**src/rtl/pipe_stage_reg.sv**
```systemverilog
// Pipeline stage register: carries pc/alu/reg2/dest plus wb/mem control bits one stage forward.
// Latency: 1 cycle from an input handshake to out_valid when the stage is empty; with back-to-back handshakes it moves one instruction per cycle.
// Backpressure: the default build drives in_ready = (!out_valid | out_ready) & !flush. Defining PIPE_STAGE_SKID_EN adds a skid entry, and then in_ready = !skid_valid & !flush.
module pipe_stage_reg #(
   parameter int PC_W   = 32,
   parameter int DATA_W = 32,
   parameter int DEST_W = 5
) (
   input  logic              clk,
   input  logic              rst,
   // upstream
   input  logic              in_valid,
   output logic              in_ready,
   input  logic [PC_W-1:0]   in_pc,
   input  logic [DATA_W-1:0] in_alu,
   input  logic [DATA_W-1:0] in_reg2,
   input  logic [DEST_W-1:0] in_dest,
   input  logic              in_wb_en,
   input  logic              in_mem_read,
   input  logic              in_mem_write,
   // pipeline kill
   input  logic              flush,
   // downstream
   output logic              out_valid,
   input  logic              out_ready,
   output logic [PC_W-1:0]   out_pc,
   output logic [DATA_W-1:0] out_alu,
   output logic [DATA_W-1:0] out_reg2,
   output logic [DEST_W-1:0] out_dest,
   output logic              out_wb_en,
   output logic              out_mem_read,
   output logic              out_mem_write
);

   // One held instruction. The control bits come last so a bubble can clear them alone.
   typedef struct packed {
      logic [PC_W-1:0]   pc;
      logic [DATA_W-1:0] alu;
      logic [DATA_W-1:0] reg2;
      logic [DEST_W-1:0] dest;
      logic              wb_en;
      logic              mem_read;
      logic              mem_write;
   } entry_t;

   // Turns an entry into a bubble. The control bits drop to 0 and the data fields stay as they were,
   // so a killed slot keeps stable data and cannot cause a write or a memory access.
   function automatic entry_t f_bubble(input entry_t e);
      entry_t r;
      r           = e;
      r.wb_en     = 1'b0;
      r.mem_read  = 1'b0;
      r.mem_write = 1'b0;
      return r;
   endfunction

   entry_t r_main;
   logic   r_main_vld;
   entry_t w_in_ent;
   logic   w_in_hs;
   logic   w_out_hs;

   assign w_in_ent.pc        = in_pc;
   assign w_in_ent.alu       = in_alu;
   assign w_in_ent.reg2      = in_reg2;
   assign w_in_ent.dest      = in_dest;
   assign w_in_ent.wb_en     = in_wb_en;
   assign w_in_ent.mem_read  = in_mem_read;
   assign w_in_ent.mem_write = in_mem_write;

   assign w_in_hs  = in_valid & in_ready;
   assign w_out_hs = r_main_vld & out_ready;

`ifdef PIPE_STAGE_SKID_EN
   entry_t r_skid;
   logic   r_skid_vld;

   // in_ready comes only from state and flush. No path runs from out_ready to in_ready.
   assign in_ready = ~r_skid_vld & ~flush;

   // Main entry: refill from skid first so order holds, else take the new input, else drain to a bubble.
   always_ff @(posedge clk or posedge rst) begin
      if (rst) begin
         r_main_vld <= 1'b0;
         r_main     <= '0;
      end else if (flush) begin
         r_main_vld <= 1'b0;
         r_main     <= f_bubble(r_main);
      end else if (!r_main_vld || w_out_hs) begin
         if (r_skid_vld) begin
            r_main_vld <= 1'b1;
            r_main     <= r_skid;
         end else if (w_in_hs) begin
            r_main_vld <= 1'b1;
            r_main     <= w_in_ent;
         end else begin
            r_main_vld <= 1'b0;
            r_main     <= f_bubble(r_main);
         end
      end
   end

   // Skid entry: catches an input accepted while main is stalled, and empties when main moves out.
   // While the skid entry is full, in_ready is 0, so no new input can arrive in the same cycle it moves.
   always_ff @(posedge clk or posedge rst) begin
      if (rst) begin
         r_skid_vld <= 1'b0;
         r_skid     <= '0;
      end else if (flush) begin
         r_skid_vld <= 1'b0;
         r_skid     <= f_bubble(r_skid);
      end else if (r_skid_vld && w_out_hs) begin
         r_skid_vld <= 1'b0;
         r_skid     <= f_bubble(r_skid);
      end else if (r_main_vld && !w_out_hs && w_in_hs) begin
         r_skid_vld <= 1'b1;
         r_skid     <= w_in_ent;
      end
   end
`else
   // A full stage still accepts when downstream drains in the same cycle, which keeps full throughput.
   assign in_ready = (~r_main_vld | out_ready) & ~flush;

   // Main entry order: flush kills it, a new input replaces it, a drain with no refill leaves a bubble.
   always_ff @(posedge clk or posedge rst) begin
      if (rst) begin
         r_main_vld <= 1'b0;
         r_main     <= '0;
      end else if (flush) begin
         r_main_vld <= 1'b0;
         r_main     <= f_bubble(r_main);
      end else if (w_in_hs) begin
         r_main_vld <= 1'b1;
         r_main     <= w_in_ent;
      end else if (w_out_hs) begin
         r_main_vld <= 1'b0;
         r_main     <= f_bubble(r_main);
      end
   end
`endif

   assign out_valid     = r_main_vld;
   assign out_pc        = r_main.pc;
   assign out_alu       = r_main.alu;
   assign out_reg2      = r_main.reg2;
   assign out_dest      = r_main.dest;
   assign out_wb_en     = r_main.wb_en;
   assign out_mem_read  = r_main.mem_read;
   assign out_mem_write = r_main.mem_write;

endmodule
```
**config.mk**
```make
export PLATFORM = sky130hd
export DESIGN_NAME = pipe_stage_reg
export DESIGN_NICKNAME = d
export VERILOG_FILES = /design/src/rtl/pipe_stage_reg.sv
export SDC_FILE = /design/constraint.sdc
export NUM_CORES = 1
export LEC_CHECK = 0
export CAP_MARGIN = 40
export CORE_MARGIN = 2
export CORE_UTILIZATION = 37
export DETAILED_ROUTE_END_ITERATION = 12
export PLACE_DENSITY = 0.74
export SLEW_MARGIN = 20
export SYNTH_ARGS = -nofsm -noshare
export SYNTH_HDL_FRONTEND = slang
export SYNTH_SLANG_ARGS = --single-unit
```
**constraint.sdc**
```tcl
create_clock -name clk -period 3.67 [get_ports clk]
set_clock_uncertainty 0.15 [all_clocks]
set_input_delay 0.734 -clock clk [delete_from_list [all_inputs] [get_ports clk]]
set_output_delay 0.734 -clock clk [all_outputs]
set_load 0.01 [all_outputs]
```
## Word-level counts from Yosys, hierarchy flattened

Cells that the tools add are included.

- Flip-flop bits (word level): 105
- Latch bits: 0
- Bits in writable memories: 0
- Bits in read-only memories: 0
- Word-level logic and storage cells: 22
- Memories: 0

- $add $sub $neg: 0
- Multipliers: 0
- Divide/modulo/power cells: 0
- Order comparisons: 0
- Eq/ne operators: 0
- Shift operators: 0
- Muxes and demuxes: 6
- Bitwise operators: 6
- Reduce and logical (&&, ||, !) cells: 2

Operators by type and width:

| cell | number |
|---|---|
| two-way mux 104 bit | 1 |
| two-way mux 3 bit | 2 |
| bitwise AND 1 bit | 3 |
| two-way mux 1 bit | 3 |
| nonzero test 3 bit | 1 |
| inverter 1 bit | 2 |
| AND reduction 2 bit | 1 |
| bitwise OR 1 bit | 1 |

## Depth between registers and ports, before layout

- Word-level depth: 6
- Mapped depth: 5
- Depth with buffers taken out: 3

## Least setup slack after synthesis

OpenSTA, ideal clock, no wires.

- Kind: input to register
- Start: input port in_valid
- End: register r_main, in the netlist out_alu[0]
- Library setup time: 125 ps
- Arrival time: 1780 ps
- Path slack: 1615 ps
- Stages on the path: 5
- Path buffers: 3
- Cells stage by stage: buf_2 -> nor3b_4 -> buf_12 -> buf_12 -> mux2_4

- Cells in the longest elaborated chain, start to end: 2

RTL lines:

| what | RTL line | source |
|---|---|---|
| start: declaration | 12 | `input logic in_valid,` |
| bitwise AND 1 bit | 71 | `assign w_in_hs = in_valid & in_ready;` |
| AND reduction 2 bit (no source line) | n/a |  |
| end signal: assignment | 131 | `r_main <= f_bubble(r_main);` |
| end signal: assignment | 134 | `r_main <= w_in_ent;` |
| end signal: assignment | 137 | `r_main <= f_bubble(r_main);` |
| end: declaration | 57 | `entry_t r_main;` |

No other way between the ends.
A chain may end at the register's enable or synchronous reset.

## Worst setup path in the final report

- Start: input port out_ready
- End: output port in_ready

- Cells in the longest elaborated chain, start to end: 2

RTL lines:

| what | RTL line | source |
|---|---|---|
| start: declaration | 25 | `input logic out_ready,` |
| bitwise OR 1 bit | 122 | `assign in_ready = (~r_main_vld \| out_ready) & ~flush;` |
| bitwise AND 1 bit | 122 |  |
| end: declaration | 13 | `output logic in_ready,` |

No other way between the ends.

==> qor.yml <==
floorplan:
  start_util_pct: 37.5
  num_rows: 40
  die_area_sq_um: 12900
  boundaryPins: 215
  coreArea_sq_um: 11900
  die_width_um: 114
  chipHeight_um: 114
min_path:
  hold_class: "reg -> reg"
  hold_path.startpoint: "out_pc[26]$_DFFE_PP0P_"
  hold-path-endpoint: "out_pc[26]$_DFFE_PP0P_"
  min_path_cells: 1
run:
  timing.max_cap.violations: 0
clock_tree:
  worstSkewPairLatency_ns: 0.34
  clock_path_buffers: 2
  clock_sink_count: 105
  cts-hold-fix-buffers: 0
  post_cts_buffers: 0
  clk_transition_reported_paths_ns: 0.06
  number_of_buffers_inserted_during_clock_tree_synthesis: 9
  postCtsResizedCells: 0
  tritoncts_clock_tree: "yes"
  cts-htree-levels: 3
  clock-root-buffer: "sky130_fd_sc_hd__clkbuf_16"
final_layout:
  layout.core_utilization_pct: 58.3
  instances_no_fill: 603
  fillerInstances: 944
  regArea_sq_um: 2630
  highest_count_cells_in_the_layout_ignoring_fill_and_taps: "sky130_fd_sc_hd__clkdlybuf4s50_1 (214), sky130_fd_sc_hd__dfrtp_1 (105), sky130_fd_sc_hd__mux2_4 (90)"
  multi_input_area_sq_um: 1610
  layout.cells.most_common: "sky130_fd_sc_hd__clkdlybuf4s50_1"
  finalInstanceArea_sq_um: 6910
  antenna-diode-count: 0
  fin_nets: 561
  areaGrowthSynthToFinish_pct: 55.2
  share_of_layout_cells_above_drive_strength_1_pct: 27.2
sta:
  final.period_utilization_pct: 79.7
  holdWs_ns: 0.358
  report.final.hold_viol_count: 0
  final_critical_path_setup_slack_ns: 0.744
  rsz0062_at_grt: "false"
  achievable-frequency_mhz: 342
  post-route-min-period_ns: 2.93
  timing.setup.tns_ns: 0
  worst_slew_margin_rel_pct: 56.7
  setup-violations-final: 0
  worst_pin_slew_ns: 0.649
  drv_slew: 0
yosys:
  syn-num-nets: 345
  post_synth_cell_types: 14
  cell_type_with_the_highest_aggregate_area_in_the_netlist: "sky130_fd_sc_hd__dfrtp_1"
  synth.top_cells.by_area: "sky130_fd_sc_hd__dfrtp_1 (59%), sky130_fd_sc_hd__mux2_4 (30%), sky130_fd_sc_hd__buf_12 (4.5%), sky130_fd_sc_hd__mux2_2 (2.8%), sky130_fd_sc_hd__mux2i_1 (0.67%)"
  ys.warnings.count: 0
  ys_seq_elements: 105
  post_synth_instance_area_sq_um: 4450
  synth-seq-area-share_pct: 59.0
  synth_cells: 236
  synth_largest_type_area_fraction_pct: 59.0
  synthesis.area_per_instance_sq_um: 18.9
placed_design:
  portBuffers: 214
  dpl.cell_count: 588
  hpwlAfterDp_um: 7380
  placement.cell_area_sq_um: 6630
  post-place-ws_ns: 0.756
  routabilityCongestion: 0.755
worst_setup_path:
  worst_r2r_path_cells: 4
  crit_path_end_kind: "output pin"
  startpoint_type: "input port"
  slowest_delay_ns: 0.57
  worst_ep_arrival_time_ns: 2.04
  timing.critical_path.cells: "clkdlybuf4s50_1 -> nor2b_4 -> nor2_1 -> clkdlybuf4s50_1"
  timing.reg2reg.setup_slack_ns: 1.71
  rr_endpoint: "out_pc[21]$_DFFE_PP0P_"
  timing.setup.critical_path_class: "in -> out"
  critPathMostFrequentCell: "sky130_fd_sc_hd__clkdlybuf4s50_1"
  cp.required_ns: 2.79
  cp_slowest_cell: "sky130_fd_sc_hd__clkdlybuf4s50_1"
  crit_path_max_fanout: 6
  reg2reg_from: "out_valid$_DFFE_PP0P_"
global_route:
  global_route.overflow_total: 0
  grt_util_all_layers_pct: 16.3
  vias_in_the_first_global_route: 3108
  grt_first_pass_wirelength_um: 16300
  grt_antenna_before_repair: 0
  grt_max_degree: 56
power_and_ir_drop:
  design_power_total_mw: 3.38
  irDropWorstVdd_mv: 0.328
  powerDensity_nw_per_um2: 489
  leakage_nw: 2.99
drt:
  postRouteWirelength_um: 10200
  post_drt_via_cell_ratio: 4.66
  first_iter_violations: 143
  firstDrtPassIters: 4
  vias: 2808
  drc_violations_left: 0
  antenna_violating_nets_post_route: 0
  wl_per_cell_um: 17.0
run_status:
  run_status: "complete, no violations"
-- power by group --
part	leakage, nW	internal, mW	switching, mW
clock	0.138	0.511	0.402
combinational	1.62	0.687	0.316
sequential	1.24	1.35	0.113
total	2.99	2.55	0.831
-- metal layers --
metal	up-vias	track usage, %	wire (um)	share of wire, %
li1	1261	-	-	-
met4	0	3.74	104	1.0
met5	-	0	0	0
met2	120	27.2	5180	51
met1	1420	19.4	4070	40
met3	7	7.39	867	8.5
-- cell families after synthesis --
family | count (synthesis) | share of synthesized area [%]
AOI/OAI and AO/OA | 6 | 0.927
buffers and inverters | 13 | 4.86
and+or+nand+nor | 8 | 1.40
muxes | 104 | 33.8
DFF | 105 | 59.0
-- critical path: cells and delay by family --
family	cells	cell delay [ns]
simple gates	2	0.19
buf+inv	2	1.12
-- synth_stat cells, drive strengths merged --
| cell | count |
|---|---|
| a21oi | 3 |
| inv | 1 |
| mux2 | 101 |
| nor3b | 1 |
| dfrtp | 105 |
| nor2b | 1 |
| buf | 12 |
| a32oi | 3 |
| mux2i | 3 |
| nor2 | 3 |
| or2 | 3 |
-- worst max-delay path by stage --
| stage | startpoint | to | slack [ns] | cells past startpoint |
|---|---|---|---|---|
| after global routing | out_ready | in_ready | 0.69 | 4 |
| after CTS | out_ready | in_ready | 0.74 | 4 |
| after global placement | out_ready | in_ready | 0.75 | 4 |
| after floorplan | rst | out_alu[0]$_DFFE_PP0P_ | 0.03 | 1 |
| final | out_ready | in_ready | 0.74 | 4 |
| after detailed placement | out_ready | in_ready | 0.76 | 4 |
-- state kept, by name, summed over array words and instances (netlist names) --
register / flops
out_alu: 32
out_wb_en: 1
out_valid: 1
out_mem_write: 1
out_mem_read: 1
out_dest: 5
out_reg2: 32
out_pc: 32
-- final cells by class --
type                            instances  area share [%]
Clock buffer                           13            3.91
Sequential cell                       105            38.0
Clock inverter                          2           0.181
Timing Repair Buffer                  217            31.9
Multi-Input combinational cell        118            23.3
Tap cell                              147            2.66
Inverter                                1          0.0905
Power figures use the tool's default switching activity.
